## config.mk

```make
export PLATFORM = sky130hd
export DESIGN_NAME = pkt_stream_unpacker
export DESIGN_NICKNAME = d
export VERILOG_FILES = /design/src/rtl/pkt_stream_unpacker.sv
export SDC_FILE = /design/constraint.sdc
export NUM_CORES = 1
export LEC_CHECK = 0
export BUFFER_PORTS_ARGS = -buffer_cell sky130_fd_sc_hd__buf_2
export CAP_MARGIN = 20
export CORE_ASPECT_RATIO = 0.6
export CORE_MARGIN = 4
export CORE_UTILIZATION = 40
export DETAILED_ROUTE_END_ITERATION = 8
export GPL_TIMING_DRIVEN = 0
export SYNTH_ARGS = -nofsm -noshare
export SYNTH_HDL_FRONTEND = slang
export SYNTH_SLANG_ARGS = --single-unit
```

## constraint.sdc

```tcl
create_clock -name clock -period 7.43 [get_ports clock]
set_clock_uncertainty 0.05 [all_clocks]
set_input_delay 1.8575 -clock clock [delete_from_list [all_inputs] [get_ports clock]]
set_output_delay 1.8575 -clock clock [all_outputs]
set_load 0.02 [all_outputs]
```

## src/rtl/pkt_stream_unpacker.sv

```systemverilog
// -----------------------------------------------------------------------------
// pkt_stream_unpacker
//
// Receive-side deframer for the packer's byte stream. Bytes arrive one per
// handshake in wire order: header, len, payload[0..len-1], crc. Each packet is
// rebuilt into a parallel record. The record carries a checksum verdict and is
// held for a downstream consumer. Saturating good/error counters give status.
//
// Handshake semantics (both interfaces): a transfer happens on a rising clock
// edge where valid && ready are both high. A producer holds valid and its data
// stable until that edge. Ready may depend on the receiver's state but never
// on the valid it is paired with, so there is no combinational loop.
//
// Ports:
//   clock        rising-edge clock
//   reset_n      asynchronous active-low reset
//   s_valid      input byte valid
//   s_ready      unpacker can take a byte (low only while a record is held,
//                and low while reset_n is low)
//   s_data       input stream byte
//   pkt_valid    reassembled record available
//   pkt_ready    consumer accepts the record
//   pkt_header   header byte of the record
//   pkt_len      payload length of the record
//   pkt_payload  payload; byte i at [8i+7:8i]; bytes at or beyond len are zero
//   pkt_crc_ok   received crc equals XOR of header, len and payload
//   good_cnt     records delivered with crc_ok=1 (saturating)
//   err_cnt      records delivered with crc_ok=0 plus dropped oversize
//                packets (saturating)
//   state_dbg    current FSM state, for observation only
// -----------------------------------------------------------------------------
module pkt_stream_unpacker #(
    parameter int MAX_LEN = 16,
    parameter int CNT_W   = 16
) (
    input  logic                   clock,
    input  logic                   reset_n,
    input  logic                   s_valid,
    output logic                   s_ready,
    input  logic [7:0]             s_data,
    output logic                   pkt_valid,
    input  logic                   pkt_ready,
    output logic [7:0]             pkt_header,
    output logic [7:0]             pkt_len,
    output logic [MAX_LEN*8-1:0]   pkt_payload,
    output logic                   pkt_crc_ok,
    output logic [CNT_W-1:0]       good_cnt,
    output logic [CNT_W-1:0]       err_cnt,
    output logic [2:0]             state_dbg
);

    typedef enum logic [2:0] {
        S_HDR  = 3'd0,
        S_LEN  = 3'd1,
        S_PAY  = 3'd2,
        S_CRC  = 3'd3,
        S_OUT  = 3'd4,
        S_DROP = 3'd5
    } state_t;

    localparam logic [7:0]       MAX_LEN_B = 8'(MAX_LEN);
    localparam logic [CNT_W-1:0] CNT_MAX   = {CNT_W{1'b1}};

    state_t     state;
    logic [7:0] acc;        // running XOR checksum
    logic [7:0] idx;        // next payload slot in PAY
    logic [7:0] remaining;  // payload bytes still to discard in DROP
    logic [7:0] pay_mem [MAX_LEN];

    logic s_fire;

    // Ready is decoded from the state so the first cycle after reset release
    // already accepts a byte. Gating with reset_n keeps it low while in reset.
    assign s_ready   = reset_n && (state != S_OUT);
    assign s_fire    = s_valid && s_ready;
    assign state_dbg = state;

    for (genvar g = 0; g < MAX_LEN; g++) begin : g_payload
        assign pkt_payload[g*8 +: 8] = pay_mem[g];
    end

    always_ff @(posedge clock or negedge reset_n) begin
        if (!reset_n) begin
            state      <= S_HDR;
            acc        <= 8'd0;
            idx        <= 8'd0;
            remaining  <= 8'd0;
            pkt_valid  <= 1'b0;
            pkt_header <= 8'd0;
            pkt_len    <= 8'd0;
            pkt_crc_ok <= 1'b0;
            good_cnt   <= '0;
            err_cnt    <= '0;
            for (int i = 0; i < MAX_LEN; i++) begin
                pay_mem[i] <= 8'd0;
            end
        end else begin
            case (state)
                S_HDR: begin
                    if (s_fire) begin
                        pkt_header <= s_data;
                        pkt_len    <= 8'd0;
                        pkt_crc_ok <= 1'b0;
                        acc        <= s_data;
                        // Clearing here keeps bytes beyond len at zero in the
                        // next record without a separate masking step.
                        for (int i = 0; i < MAX_LEN; i++) begin
                            pay_mem[i] <= 8'd0;
                        end
                        state <= S_LEN;
                    end
                end

                S_LEN: begin
                    if (s_fire) begin
                        pkt_len <= s_data;
                        acc     <= acc ^ s_data;
                        idx     <= 8'd0;
                        if (s_data == 8'd0) begin
                            state <= S_CRC;
                        end else if (s_data > MAX_LEN_B) begin
                            // Too long to store: discard len payload bytes
                            // plus the crc byte.
                            remaining <= s_data;
                            state     <= S_DROP;
                        end else begin
                            state <= S_PAY;
                        end
                    end
                end

                S_PAY: begin
                    if (s_fire) begin
                        // Decoded write avoids indexing the array with a
                        // wider-than-needed index.
                        for (int i = 0; i < MAX_LEN; i++) begin
                            if (idx == 8'(i)) begin
                                pay_mem[i] <= s_data;
                            end
                        end
                        acc <= acc ^ s_data;
                        if (idx == pkt_len - 8'd1) begin
                            state <= S_CRC;
                        end else begin
                            idx <= idx + 8'd1;
                        end
                    end
                end

                S_CRC: begin
                    if (s_fire) begin
                        pkt_crc_ok <= (s_data == acc);
                        pkt_valid  <= 1'b1;
                        state      <= S_OUT;
                    end
                end

                S_OUT: begin
                    // Record fields are only written in the parsing states,
                    // so they are stable for the whole time pkt_valid is high.
                    if (pkt_ready) begin
                        pkt_valid <= 1'b0;
                        state     <= S_HDR;
                        if (pkt_crc_ok) begin
                            if (good_cnt != CNT_MAX) begin
                                good_cnt <= good_cnt + CNT_W'(1);
                            end
                        end else begin
                            if (err_cnt != CNT_MAX) begin
                                err_cnt <= err_cnt + CNT_W'(1);
                            end
                        end
                    end
                end

                S_DROP: begin
                    if (s_fire) begin
                        // When remaining is zero, this byte is the crc.
                        if (remaining == 8'd0) begin
                            if (err_cnt != CNT_MAX) begin
                                err_cnt <= err_cnt + CNT_W'(1);
                            end
                            state <= S_HDR;
                        end else begin
                            remaining <= remaining - 8'd1;
                        end
                    end
                end

                default: begin
                    state     <= S_HDR;
                    pkt_valid <= 1'b0;
                end
            endcase
        end
    end

endmodule

```

# [Word-level counts from Yosys, hierarchy flattened]
# Index checks and enable logic that the tools add are counted.
[word_totals] reg_bits=205 elab_cells=186 in_bits=12
[classes] bitwise_logic=2 n_eq_ne=55 reduce_logical=41 n_addsub=5 muxes=56 order_cmp=1
[ops] operator="128-bit two-way mux" count=2
[ops] operator="128-bit case mux with 2 select lines" count=1
[ops] operator="8-bit two-way mux" count=26
[ops] operator="16-bit two-way mux" count=5
[ops] operator="4-bit AND reduction" count=18
[ops] operator="8-bit by 4-bit == test with 1-bit output, second input constant" count=8
[ops] operator="8-bit case mux with 2 select lines" count=4
[ops] operator="2-bit != test, second input constant" count=29
[ops] operator="16-bit by 1-bit adder with 16-bit output, second input constant" count=2
[ops] operator="8-bit by 3-bit == test with 1-bit output, second input constant" count=4
[ops] operator="16-bit != test, second input constant" count=2
[ops] operator="16-bit case mux with 2 select lines" count=1
[ops] operator="3-bit two-way mux" count=10
[ops] operator="8-bit zero test" count=3
[ops] operator="3-bit case mux with 6 select lines" count=1
[ops] operator="8-bit by 2-bit == test with 1-bit output, second input constant" count=2
[ops] operator="8-bit == test" count=2
[ops] operator="8-bit by 1-bit subtractor with 8-bit output, second input constant" count=2
[ops] operator="2-bit nonzero test" count=7
[ops] operator="3-bit AND reduction" count=4
[ops] operator="8-bit by 1-bit adder with 8-bit output, second input constant" count=1
[ops] operator="8-bit by 1-bit == test with 1-bit output, second input constant" count=1
[ops] operator="8-bit by 5-bit greater-than comparator with 1-bit output, second input constant" count=1
[ops] operator="8-bit AND reduction" count=1
[ops] operator="17 further kinds" count=23

# [Logic depth before layout (Yosys ltp)]
[logic_depth] ltp_word=5 mapped_depth=9 mapped_depth_nobuf=9

# [Least setup slack after synthesis]
# No wires, ideal clock.
[synth_timing] path_type="input to output" from="input reset_n" to="output s_ready" cell_stages=2 t_required_ps=5523 setup_slack_ps=3272 arrival_ps=2251 path_cell_list="inv_1 > a31oi_1"
[synth_between] elab_chain_cells=1
[synth_lines] item="start, declared" line_no="37" source="input logic reset_n,"
[synth_lines] item="1-bit logical AND" line_no="74" source="assign s_ready = reset_n && (state != S_OUT);"
[synth_lines] item="end, declared" line_no="39" source="output logic s_ready,"
# Every way passes these cells.

# [Worst setup path in the final report]
# Same ends and word-level chain as after synthesis.

==> run summary <==
The height of the die came out at 125.6 um. The xor and xnor fraction of the mapped netlist area is 0.04371. The fraction of the mapped netlist area in compound gates is 0.09230. The signal on the critical path passes through buf_8 -> buf_16 -> inv_1 -> a31oi_1 -> buf_2.

The TritonCTS buffer count is 21, and the area share of fa/ha/maj cells after synthesis is 0.01222. The basic-gate share of the synthesized area counting and, or, nand and nor cells works out to 0.1060. The synthesized design contains 205 register bits.

The critical path data arrival time came out at 3.34 ns. Type of destination of the critical path: a primary output. The detailed-route via count was 6790; the number of max-cap violations was 0. For the number of antenna violations at the first check in global routing, the log shows 0.

The pin slew with the least headroom to its limit is 1.050 ns, and the post-CTS setup buffer count is 0. The run gives 0 as the number of antenna-violating nets in the routed design. The first routing iteration left 417 violations. The clock latency on the worst-skew pair was 0.51 ns. Detailed placement finished with a half-perimeter wire length of 17950 um. For the worst setup path, the data required time is 5.52 ns. The overall routing resource usage came out at 0.1959.

The flow ran to the end, and the final reports show no timing, DRC or antenna violations. The run gives 0.4127 as the initial standard-cell utilization of the core. The share of the clock period used by the worst path after layout works out to 0.7067. The tools report the final setup violation count as 0. For the number of global-route vias before repair, the log shows 6699. The number of hold buffers added after CTS was 0. Summed over all layers, the routed wires come to 25270 um. The critical path is of the in2out type.

The global placement routability congestion is 0.8052, and the final critical-path required period is 5.251 ns. The post-synthesis area per instance is 11.94 um^2. Largest area contributor in the netlist: dfrtp_1. During placement, the flow inserted port buffers numbering 190.

The power density over the cells works out to 294.4 nW/um^2. The maximum vdd ir drop was 0.1454 mV; the longest individual stage delay on the worst path was 0.56 ns. Setup slack on the critical path of the routed design comes to 2.179 ns.

In the post-synthesis netlist, the biggest area contributors are dfrtp_1 (56%), mux2_2 (17%), xnor2_1 (3.4%). The min-delay analysis places its worst path in the category reg2reg. The die covers 25620 um^2. The total number of nets in the final design came out at 1007. The clock-pin slew on the worst setup and hold paths was 0.06 ns; the max-slew violation count was 0.

Grouping stages by cell kind, the critical path spends the most delay in buffers and inverters. The number of top-level pins was 194; the number of buffers on the longest clock path was 3. The run gives 0 as the final number of hold-violating endpoints. The slowest stage of the critical path belongs to the cell buf_8. OpenSTA, run right after detailed placement, puts the worst setup slack at 2.005 ns. Cell with the most instances after synthesis: dfrtp_1. The tools report the startpoint class of the critical path as an input pin. The per-cell via count in the routed design was 5.187.

The number of buffers and inverters on the critical path is 4. Share of async-settable or async-resettable flops after synthesis: 1.000. Main flop type after synthesis: dfrtp_1.

The count of inserted antenna diode cells is 0, and the signed area change from the synthesized netlist to the final layout is 22.42%. For the number of remaining DRC errors, the log shows 0. Along the worst path, the maximum fanout reaches 115.

The die is 204.0 um wide. Setup repair after global routing left no endpoint under its margin. The number of warnings issued by yosys is 0, and the average wire length per cell after detail routing is 19.30 um. The first global-routing pass estimated 40160 um of wire. Multiplexer area fraction after synthesis: 0.1685. After synthesis, the largest family of logic cells by area is multiplexers. H-tree depth reported by CTS: 1. The detailed-router iteration count before antenna repair is 5. The run gives 116 as the maximum number of pins on one net before global-route repair. The total overflow reported by the global router came out at 0. The tools report the total nets after synthesis as 793.

For the final core utilization, the log shows 0.5053. TritonCTS built the clock tree. After synthesis, the most frequently instantiated cells are dfrtp_1 (205), mux2_2 (137), nand2_1 (70), o21ai_0 (39), xnor2_1 (36).

Root cell of the clock tree: clkbuf_16. Timing would allow up to 0.1904 GHz. The logs give 58 for the count of different cell masters after synthesis and 0.5565 for the sequential cell area fraction in the yosys report. The number of synthesized flops with an enable pin is 0, and the count of mapped cells out of synthesis is 772. The worst max-slew margin expressed relative to the limit was 0.2977.

The area share of the largest cell type after synthesis was 0.5565. The count of cells resized by post-cts repair came out at 0. CTS saw 205 sinks. For this design the static power due to leakage is 5.703 nW. The area of the core region is 22330 um^2, and the post-synthesis instance area is 9218 um^2.

The floorplan has 42 rows. The share of cells above drive strength 1 works out to 0.3906.
==> logic make-up (layout without fill, tap and decap cells) <==
kind of cell    Yosys count  in the layout
flops                   205            205
fa+ha+maj                 9              9
xor+xnor                 46             46
simple gates            199            199
buf+inv                  51            280
compound gates          124            124
mux                     138            138
==> registers in the layout (all words and copies together) (netlist names) <==
name	flops
state_dbg	3
err_cnt	16
pkt_payload	128
remaining	8
pkt_header	8
good_cnt	16
acc	8
pkt_len	8
idx	8
pkt_valid	1
pkt_crc_ok	1
==> placed cells by master, fill, tap and decap left out, drive strengths merged, types with 6 or more instances in the layout <==
cell,synthesis,final
a21oi,41,41
and2,10,10
a221oi,8,8
dfrtp,205,205
clkinv,0,7
buf,2,193
xnor2,36,36
nand2,70,70
nor3,14,14
nor2,33,33
o21ai,40,40
clkbuf,35,62
nand3,20,20
ha,9,9
xor2,10,10
o22ai,9,9
nand4,14,14
or3,6,6
and3,6,6
mux2,137,137
inv,14,16
==> per-layer routing <==
layer  GRT usage  vias up  part of all wire
met3     0.05435       23             0.068
met4     0.02795        0             0.013
met1      0.3166     3391              0.52
li1            -     3194                 -
met5           0        -                 0
met2      0.2654      182              0.40
==> through the flow <==
stage	instances	cell area, um^2	setup TNS, ns	hold WS [ns]	total power [W]
3_5_place_dp	1271	10590	0	0.4334	0.002269
6_report	1309	11280	0	0.4469	0.003322
3_3_place_gp	1270	10550	-163.43	0.4292	0.002254
2_1_floorplan	772	9218	0	0.4445	0.001978
5_1_grt	1309	11280	0	0.4585	0.003518
4_1_cts	1309	11280	0	0.4437	0.003358
==> worst register-to-register path, cell delays in order, from the launching register on <==
cell and delay, ns:
dfrtp_1 0.47, inv_1 0.14, ha_1 0.19, or3b_1 0.40, or4_1 0.47, a2111oi_4 0.47, a31oi_4 0.18, o2111ai_2 0.28
o21ai_0 0.12, a21oi_1 0.16
==> worst paths after layout <==
| path | from | end | slack, ns | cells past startpoint |
|---|---|---|---|---|
| worst max-delay path | reset_n | s_ready | 2.18 | 5 |
| worst max register to register | pkt_len[0] | idx[5] | 4.42 | 9 |
| worst min register to register | good_cnt[11] | good_cnt[11] | 0.45 | 1 |
| min in group asynchronous | reset_n | err_cnt[10] | 1.35 | 1 |
| max in group asynchronous | reset_n | pkt_payload[105] | 5.01 | 2 |
| worst min-delay path | good_cnt[11] | good_cnt[11] | 0.45 | 1 |
==> layout make-up <==
cell class,instances,area (um^2)
fill,2050,11050
sequential,205,5130
multi-input combinational,516,3896
timing repair buffer,191,988.4
clock buffer,27,578.1
tap,308,385.4
buffer,37,138.9
clock inverter,11,115.1
inverter,14,52.55
==> where the power goes <==
group	switching (W)	total (W)	internal (W)
sequential	0.000145	0.00139	0.00124
combinational	0.000535	0.000862	0.000328
clock	0.000448	0.00107	0.000624
total	0.00113	0.00332	0.00220
Note: power is estimated with default switching activity, not from simulation.
